[src/rtl/alu_operand_stage_pkg.sv]
// rtl/alu_operand_stage_pkg.sv - shared operand-select encodings and data type for the ALU operand stage
package alu_operand_stage_pkg;

  localparam int CORE_XLEN = 64;

  typedef logic [CORE_XLEN-1:0] data_t;

  typedef enum logic [1:0] {
    ASEL0    = 2'd0,
    ASEL_REG = 2'd1,
    ASEL_PC  = 2'd2,
    ASEL3    = 2'd3
  } alu_asel_op_enum;

  // Encoding 3 was a spare zero select before; it now supplies the constant 4.
  typedef enum logic [1:0] {
    BSEL0       = 2'd0,
    BSEL_REG    = 2'd1,
    BSEL_IMM    = 2'd2,
    BSEL_CONST4 = 2'd3
  } alu_bsel_op_enum;

endpackage

[src/rtl/alu_operand_stage_fwd_resolve.sv]
// rtl/alu_operand_stage_fwd_resolve.sv - priority forwarding resolve for one source register
module fwd_resolve #(
  parameter int XLEN      = 64,
  parameter int NUM_FWD   = 3,
  parameter int REG_IDX_W = 5
) (
  input  logic [REG_IDX_W-1:0]         rs_idx,
  input  logic [XLEN-1:0]              rf_data,
  input  logic [NUM_FWD-1:0]           fwd_valid,
  input  logic [NUM_FWD-1:0]           fwd_busy,
  input  logic [NUM_FWD*REG_IDX_W-1:0] fwd_rd,
  input  logic [NUM_FWD*XLEN-1:0]      fwd_data,
  output logic [XLEN-1:0]              value,
  output logic                         busy
);

  // Walk oldest to youngest so the lowest-index match is the last one written.
  always_comb begin
    value = rf_data;
    busy  = 1'b0;
    for (int i = NUM_FWD - 1; i >= 0; i--) begin
      if (fwd_valid[i] && (fwd_rd[i*REG_IDX_W +: REG_IDX_W] == rs_idx)) begin
        value = fwd_data[i*XLEN +: XLEN];
        busy  = fwd_busy[i];
      end
    end
    if (rs_idx == '0) begin
      value = '0;
      busy  = 1'b0;
    end
  end

endmodule

[src/rtl/alu_operand_stage.sv]
// rtl/alu_operand_stage.sv - ID/EX operand resolve, forwarding and hazard slot; ALU_OPERAND_STALL_CNT_EN adds stall_cnt
module alu_operand_stage
  import alu_operand_stage_pkg::*;
#(
  parameter int XLEN      = 64,
  parameter int NUM_FWD   = 3,
  parameter int REG_IDX_W = 5
) (
  input  logic                         clk,
  input  logic                         rst,
  input  logic                         in_valid,
  output logic                         in_ready,
  input  logic [XLEN-1:0]              pc,
  input  logic [XLEN-1:0]              imm,
  input  logic [XLEN-1:0]              read_data_1,
  input  logic [XLEN-1:0]              read_data_2,
  input  logic [REG_IDX_W-1:0]         rs1_idx,
  input  logic [REG_IDX_W-1:0]         rs2_idx,
  input  logic [1:0]                   alu_asel,
  input  logic [1:0]                   alu_bsel,
  input  logic [NUM_FWD-1:0]           fwd_valid,
  input  logic [NUM_FWD-1:0]           fwd_busy,
  input  logic [NUM_FWD*REG_IDX_W-1:0] fwd_rd,
  input  logic [NUM_FWD*XLEN-1:0]      fwd_data,
  input  logic                         flush,
  output logic                         out_valid,
  input  logic                         out_ready,
`ifdef ALU_OPERAND_STALL_CNT_EN
  output logic [31:0]                  stall_cnt,
`endif
  output logic [XLEN-1:0]              a,
  output logic [XLEN-1:0]              b
);

  logic [XLEN-1:0] rs1_val;
  logic [XLEN-1:0] rs2_val;
  logic            rs1_busy;
  logic            rs2_busy;
  logic            rs1_used;
  logic            rs2_used;
  logic            hazard;
  logic            accept;
  logic [XLEN-1:0] op_a;
  logic [XLEN-1:0] op_b;

  logic [XLEN-1:0] a_d, a_q;
  logic [XLEN-1:0] b_d, b_q;
  logic            out_valid_d, out_valid_q;

  fwd_resolve #(
    .XLEN      (XLEN),
    .NUM_FWD   (NUM_FWD),
    .REG_IDX_W (REG_IDX_W)
  ) u_rs1 (
    .rs_idx    (rs1_idx),
    .rf_data   (read_data_1),
    .fwd_valid (fwd_valid),
    .fwd_busy  (fwd_busy),
    .fwd_rd    (fwd_rd),
    .fwd_data  (fwd_data),
    .value     (rs1_val),
    .busy      (rs1_busy)
  );

  fwd_resolve #(
    .XLEN      (XLEN),
    .NUM_FWD   (NUM_FWD),
    .REG_IDX_W (REG_IDX_W)
  ) u_rs2 (
    .rs_idx    (rs2_idx),
    .rf_data   (read_data_2),
    .fwd_valid (fwd_valid),
    .fwd_busy  (fwd_busy),
    .fwd_rd    (fwd_rd),
    .fwd_data  (fwd_data),
    .value     (rs2_val),
    .busy      (rs2_busy)
  );

  // A busy source only stalls when the instruction actually reads that register.
  always_comb begin
    rs1_used = (alu_asel_op_enum'(alu_asel) == ASEL_REG);
    rs2_used = (alu_bsel_op_enum'(alu_bsel) == BSEL_REG);
    hazard   = (rs1_used && rs1_busy) || (rs2_used && rs2_busy);
    in_ready = !hazard && (!out_valid_q || out_ready);
    accept   = in_valid && in_ready;
  end

  always_comb begin
    op_a = '0;
    case (alu_asel_op_enum'(alu_asel))
      ASEL0:    op_a = '0;
      ASEL_REG: op_a = rs1_val;
      ASEL_PC:  op_a = pc;
      ASEL3:    op_a = '0;
      default:  op_a = '0;
    endcase
  end

  always_comb begin
    op_b = '0;
    case (alu_bsel_op_enum'(alu_bsel))
      BSEL0:       op_b = '0;
      BSEL_REG:    op_b = rs2_val;
      BSEL_IMM:    op_b = imm;
      BSEL_CONST4: op_b = {{(XLEN-3){1'b0}}, 3'b100};
      default:     op_b = '0;
    endcase
  end

  // Flush wins over a same-cycle accept; operands are left as they are.
  always_comb begin
    a_d         = a_q;
    b_d         = b_q;
    out_valid_d = out_valid_q;
    if (flush) begin
      out_valid_d = 1'b0;
    end else if (accept) begin
      out_valid_d = 1'b1;
      a_d         = op_a;
      b_d         = op_b;
    end else if (out_ready) begin
      out_valid_d = 1'b0;
    end
  end

  always_ff @(posedge clk or posedge rst) begin
    if (rst) begin
      a_q         <= '0;
      b_q         <= '0;
      out_valid_q <= 1'b0;
    end else begin
      a_q         <= a_d;
      b_q         <= b_d;
      out_valid_q <= out_valid_d;
    end
  end

  assign out_valid = out_valid_q;
  assign a         = a_q;
  assign b         = b_q;

`ifdef ALU_OPERAND_STALL_CNT_EN
  logic [31:0] stall_cnt_d, stall_cnt_q;

  always_comb begin
    stall_cnt_d = stall_cnt_q;
    if (in_valid && hazard && (stall_cnt_q != 32'hFFFF_FFFF)) begin
      stall_cnt_d = stall_cnt_q + 32'd1;
    end
  end

  always_ff @(posedge clk or posedge rst) begin
    if (rst) begin
      stall_cnt_q <= '0;
    end else begin
      stall_cnt_q <= stall_cnt_d;
    end
  end

  assign stall_cnt = stall_cnt_q;
`endif

endmodule

[config.mk]
export PLATFORM = sky130hd
export DESIGN_NAME = alu_operand_stage
export DESIGN_NICKNAME = d
export VERILOG_FILES = /design/src/rtl/alu_operand_stage_pkg.sv /design/src/rtl/alu_operand_stage_fwd_resolve.sv /design/src/rtl/alu_operand_stage.sv
export SDC_FILE = /design/constraint.sdc
export NUM_CORES = 1
export LEC_CHECK = 0
export ABC_AREA = 1
export CAP_MARGIN = 20
export CORE_AREA = 2 2 241 243
export DETAILED_ROUTE_END_ITERATION = 7
export DIE_AREA = 0 0 243 245
export GPL_TIMING_DRIVEN = 0
export PLACE_DENSITY = 0.52
export SYNTH_ARGS = -nofsm -noshare
export SYNTH_HDL_FRONTEND = slang
export SYNTH_SLANG_ARGS = --single-unit
[constraint.sdc]
create_clock -name clk -period 8.5 [get_ports clk]
set_input_delay 1.7 -clock clk [delete_from_list [all_inputs] [get_ports clk]]
set_output_delay 1.7 -clock clk [all_outputs]
set_load 0.01 [all_outputs]
==> flow_summary.json <==
{
  "status": "finished, final reports clean",
  "final_cell_mix": "nand2_1 (1017), clkdlybuf4s50_1 (617), inv_1 (350)",
  "synth-simple-area-share": 0.490,
  "rows": 88,
  "regToRegEndpoint": "a[57]$_DFFE_PP0P_",
  "critPathMaxStageDelay_ns": 0.59,
  "synth-edff-count": 0,
  "via_count": 17100,
  "slew_headroom": 0.308,
  "portBuffers": 617,
  "ctsHoldBuffers": 0,
  "clock-sinks": 129,
  "htreeDepth": 4,
  "tns_ns": 0,
  "syn-instance-count": 2370,
  "synth-xor-area-share": 0.00280,
  "dpl_cell_area_um2": 19700,
  "arrival_ns": 4.25,
  "route.detailed.drc": 0,
  "track_usage": 0.253,
  "hold_ws_ns": 0.479,
  "min_period_over_period": 0.700,
  "place_ws_ns": 2.57,
  "critPathRequiredTime_ns": 6.80,
  "placedCellCount": 3757,
  "hold_start": "a[4]$_DFFE_PP0P_",
  "core_um2": 57000,
  "seq_area_frac_synth": 0.258,
  "path_cells": "clkdlybuf4s50_1 > inv_2 > nand2_1 > nand2_1 > nand3b_1 > nor2_2 > inv_2 > o21bai_1 > nor2_1 > nor2_2 > buf_2 > clkdlybuf4s50_1",
  "post_cts_buffers": 0,
  "final_util": 0.358,
  "register_area_um2": 3230,
  "hold_end": "a[4]$_DFFE_PP0P_",
  "power_leakage_nw": 11.2,
  "power_density_nw_per_um2": 127,
  "r2r_start": "out_valid$_DFFE_PP0P_",
  "viasPerCell": 4.50,
  "cts_buffers": 17,
  "worstPathMaxFanout": 10,
  "ys_seq_elements": 129,
  "syn_area_per_cell_um2": 5.28,
  "wl_per_cell_um": 20.1,
  "final_common_cell": "nand2_1",
  "cp_top_family": "buffers and inverters",
  "cts_tree": "yes",
  "grt_pass1_vias": 17100,
  "start_util": 0.219,
  "finalNetCount": 3499,
  "cts_max_path_buffers": 2,
  "ys_async_sr_fraction": 1.00,
  "worst_setup_path_end_kind": "output pin",
  "grt_overflow": 0,
  "slew_violations": 0,
  "die_area_um2": 59500,
  "whs_path_depth": 2,
  "place.gp.congestion": 0.923,
  "cts.clk_slew.worst_paths_ns": 0.06,
  "start_kind": "primary input",
  "wl_um": 76500,
  "hold_class": "reg2reg",
  "synth_nets": 2858,
  "setup_violations": 0,
  "hpwl_um": 61400,
  "synthAdderAreaFrac": 0,
  "firstDrtPassIters": 8,
  "path_class": "in2out",
  "timing.fmax_ghz": 0.168,
  "drive_gt1_frac": 0.0423,
  "ff2ff_setup_slack_ns": 6.74,
  "drt_iter0_markers": 1149,
  "path_buf_inv": 5,
  "area_growth_syn_to_layout_pct": 63.2,
  "insertion_delay_ns": 0.50,
  "die_h_um": 245,
  "hold_viol": 0,
  "cp_slowest_cell": "clkdlybuf4s50_1",
  "ios": 618,
  "root_buffer": "clkbuf_16",
  "netlist_area_um2": 12500,
  "fillerInstances": 6522,
  "multi_input_area_um2": 7210,
  "ctsResizeCount": 0,
  "synth_top_family_by_area": "simple AND/OR/NAND/NOR gates",
  "grt_start_max_net_pins": 71,
  "worst_pin_slew_ns": 1.04,
  "vdd_drop_max_v": 0.000167,
  "fin_crit_ns": 5.95,
  "synth_compound_area_frac": 0.0829,
  "drv_cap": 0,
  "grt_pass1_wl_um": 111000,
  "synth_top_area_cell": "nand2_1",
  "ant_nets": 0,
  "finalClockSkew_ns": 0.0144,
  "synth_mux_area_frac": 0,
  "setup_slack_ns": 2.55,
  "final_area_um2": 20400,
  "synth_top_area_share": 0.305,
  "rsz0062_at_grt": "false",
  "antenna_found_initial": 23,
  "p_total_mw": 2.59,
  "worst-r2r-cell-count": 7,
  "layoutNonFillerInstCount": 3805,
  "yosys_warnings": 0,
  "die_w_um": 243,
  "synth_ff_type": "dfrtp_1",
  "synth_area_leaders": "nand2_1 (31%), dfrtp_1 (26%), nand3_1 (13%)",
  "synth.distinct_cells": 24
}
-- final cells by class --
| type | instances | share of cell area |
|---|---|---|
| inverters | 357 | 0.0659 |
| clock inverters | 12 | 0.00895 |
| plain buffers | 158 | 0.0359 |
| clock buffers | 20 | 0.0219 |
| multi-input cells | 1726 | 0.353 |
| repair buffers | 622 | 0.307 |
| flip-flops and latches | 129 | 0.158 |
| diodes | 16 | 0.00196 |
| well taps | 765 | 0.0469 |
-- worst max path at each step --
stage          startpoint               end  slack [ns]  cells after the start
5_1_grt        rs2_idx[1]          in_ready        2.37                     12
3_5_place_dp   rs2_idx[1]          in_ready        2.57                     12
4_1_cts        rs2_idx[1]          in_ready        2.56                     12
6_report       rs2_idx[1]          in_ready        2.55                     12
2_1_floorplan         rst  a[0]$_DFFE_PP0P_        3.36                      1
3_3_place_gp          rst  b[0]$_DFFE_PP0P_        0.58                      2
-- sequential cells by signal (all words and copies together), names as in the netlist --
signal,cells
a,64
b,64
out_valid,1
-- cells in the mapped netlist, types with 2 or more instances --
master       n
a21oi_1    196
buf_1       24
buf_2       67
buf_4       13
clkbuf_1    53
dfrtp_1    129
inv_1      351
inv_2        6
nand2_1   1017
nand3_1    329
nand4_1      5
nor2_1     159
nor2_2       2
nor3_1       2
o21ai_0      6
xnor2_1      3
-- routing by layer --
metal  global-route usage  part of all wire  routed length, um  up-vias
li1                     -                 -                  -     8507
met1                0.307              0.41              31300     7799
met2                0.435              0.49              37200      686
met3               0.0634             0.076               5800      107
met4               0.0864             0.028               2170       12
met5                    0            0.0010                 80        -
-- logic make-up after synthesis --
kind of cell | after synthesis
buffers and inverters | 515
and+or+nand+nor | 1516
xor gates and xnor gates | 4
AOI/OAI and AO/OA | 206
DFF | 129
-- report_power, final --
part           switching, mW  leakage (nW)  internal (mW)
clock network          0.356         0.297          0.499
logic                  0.482          9.21          0.494
registers             0.0561          1.70          0.702
-- tightest hold or removal path, stage by stage, from the launching register on --
cell and delay, ns:
dfrtp_1 0.34, nand2_1 0.05, nand2_1 0.05
(Power assumes the default switching activity.)
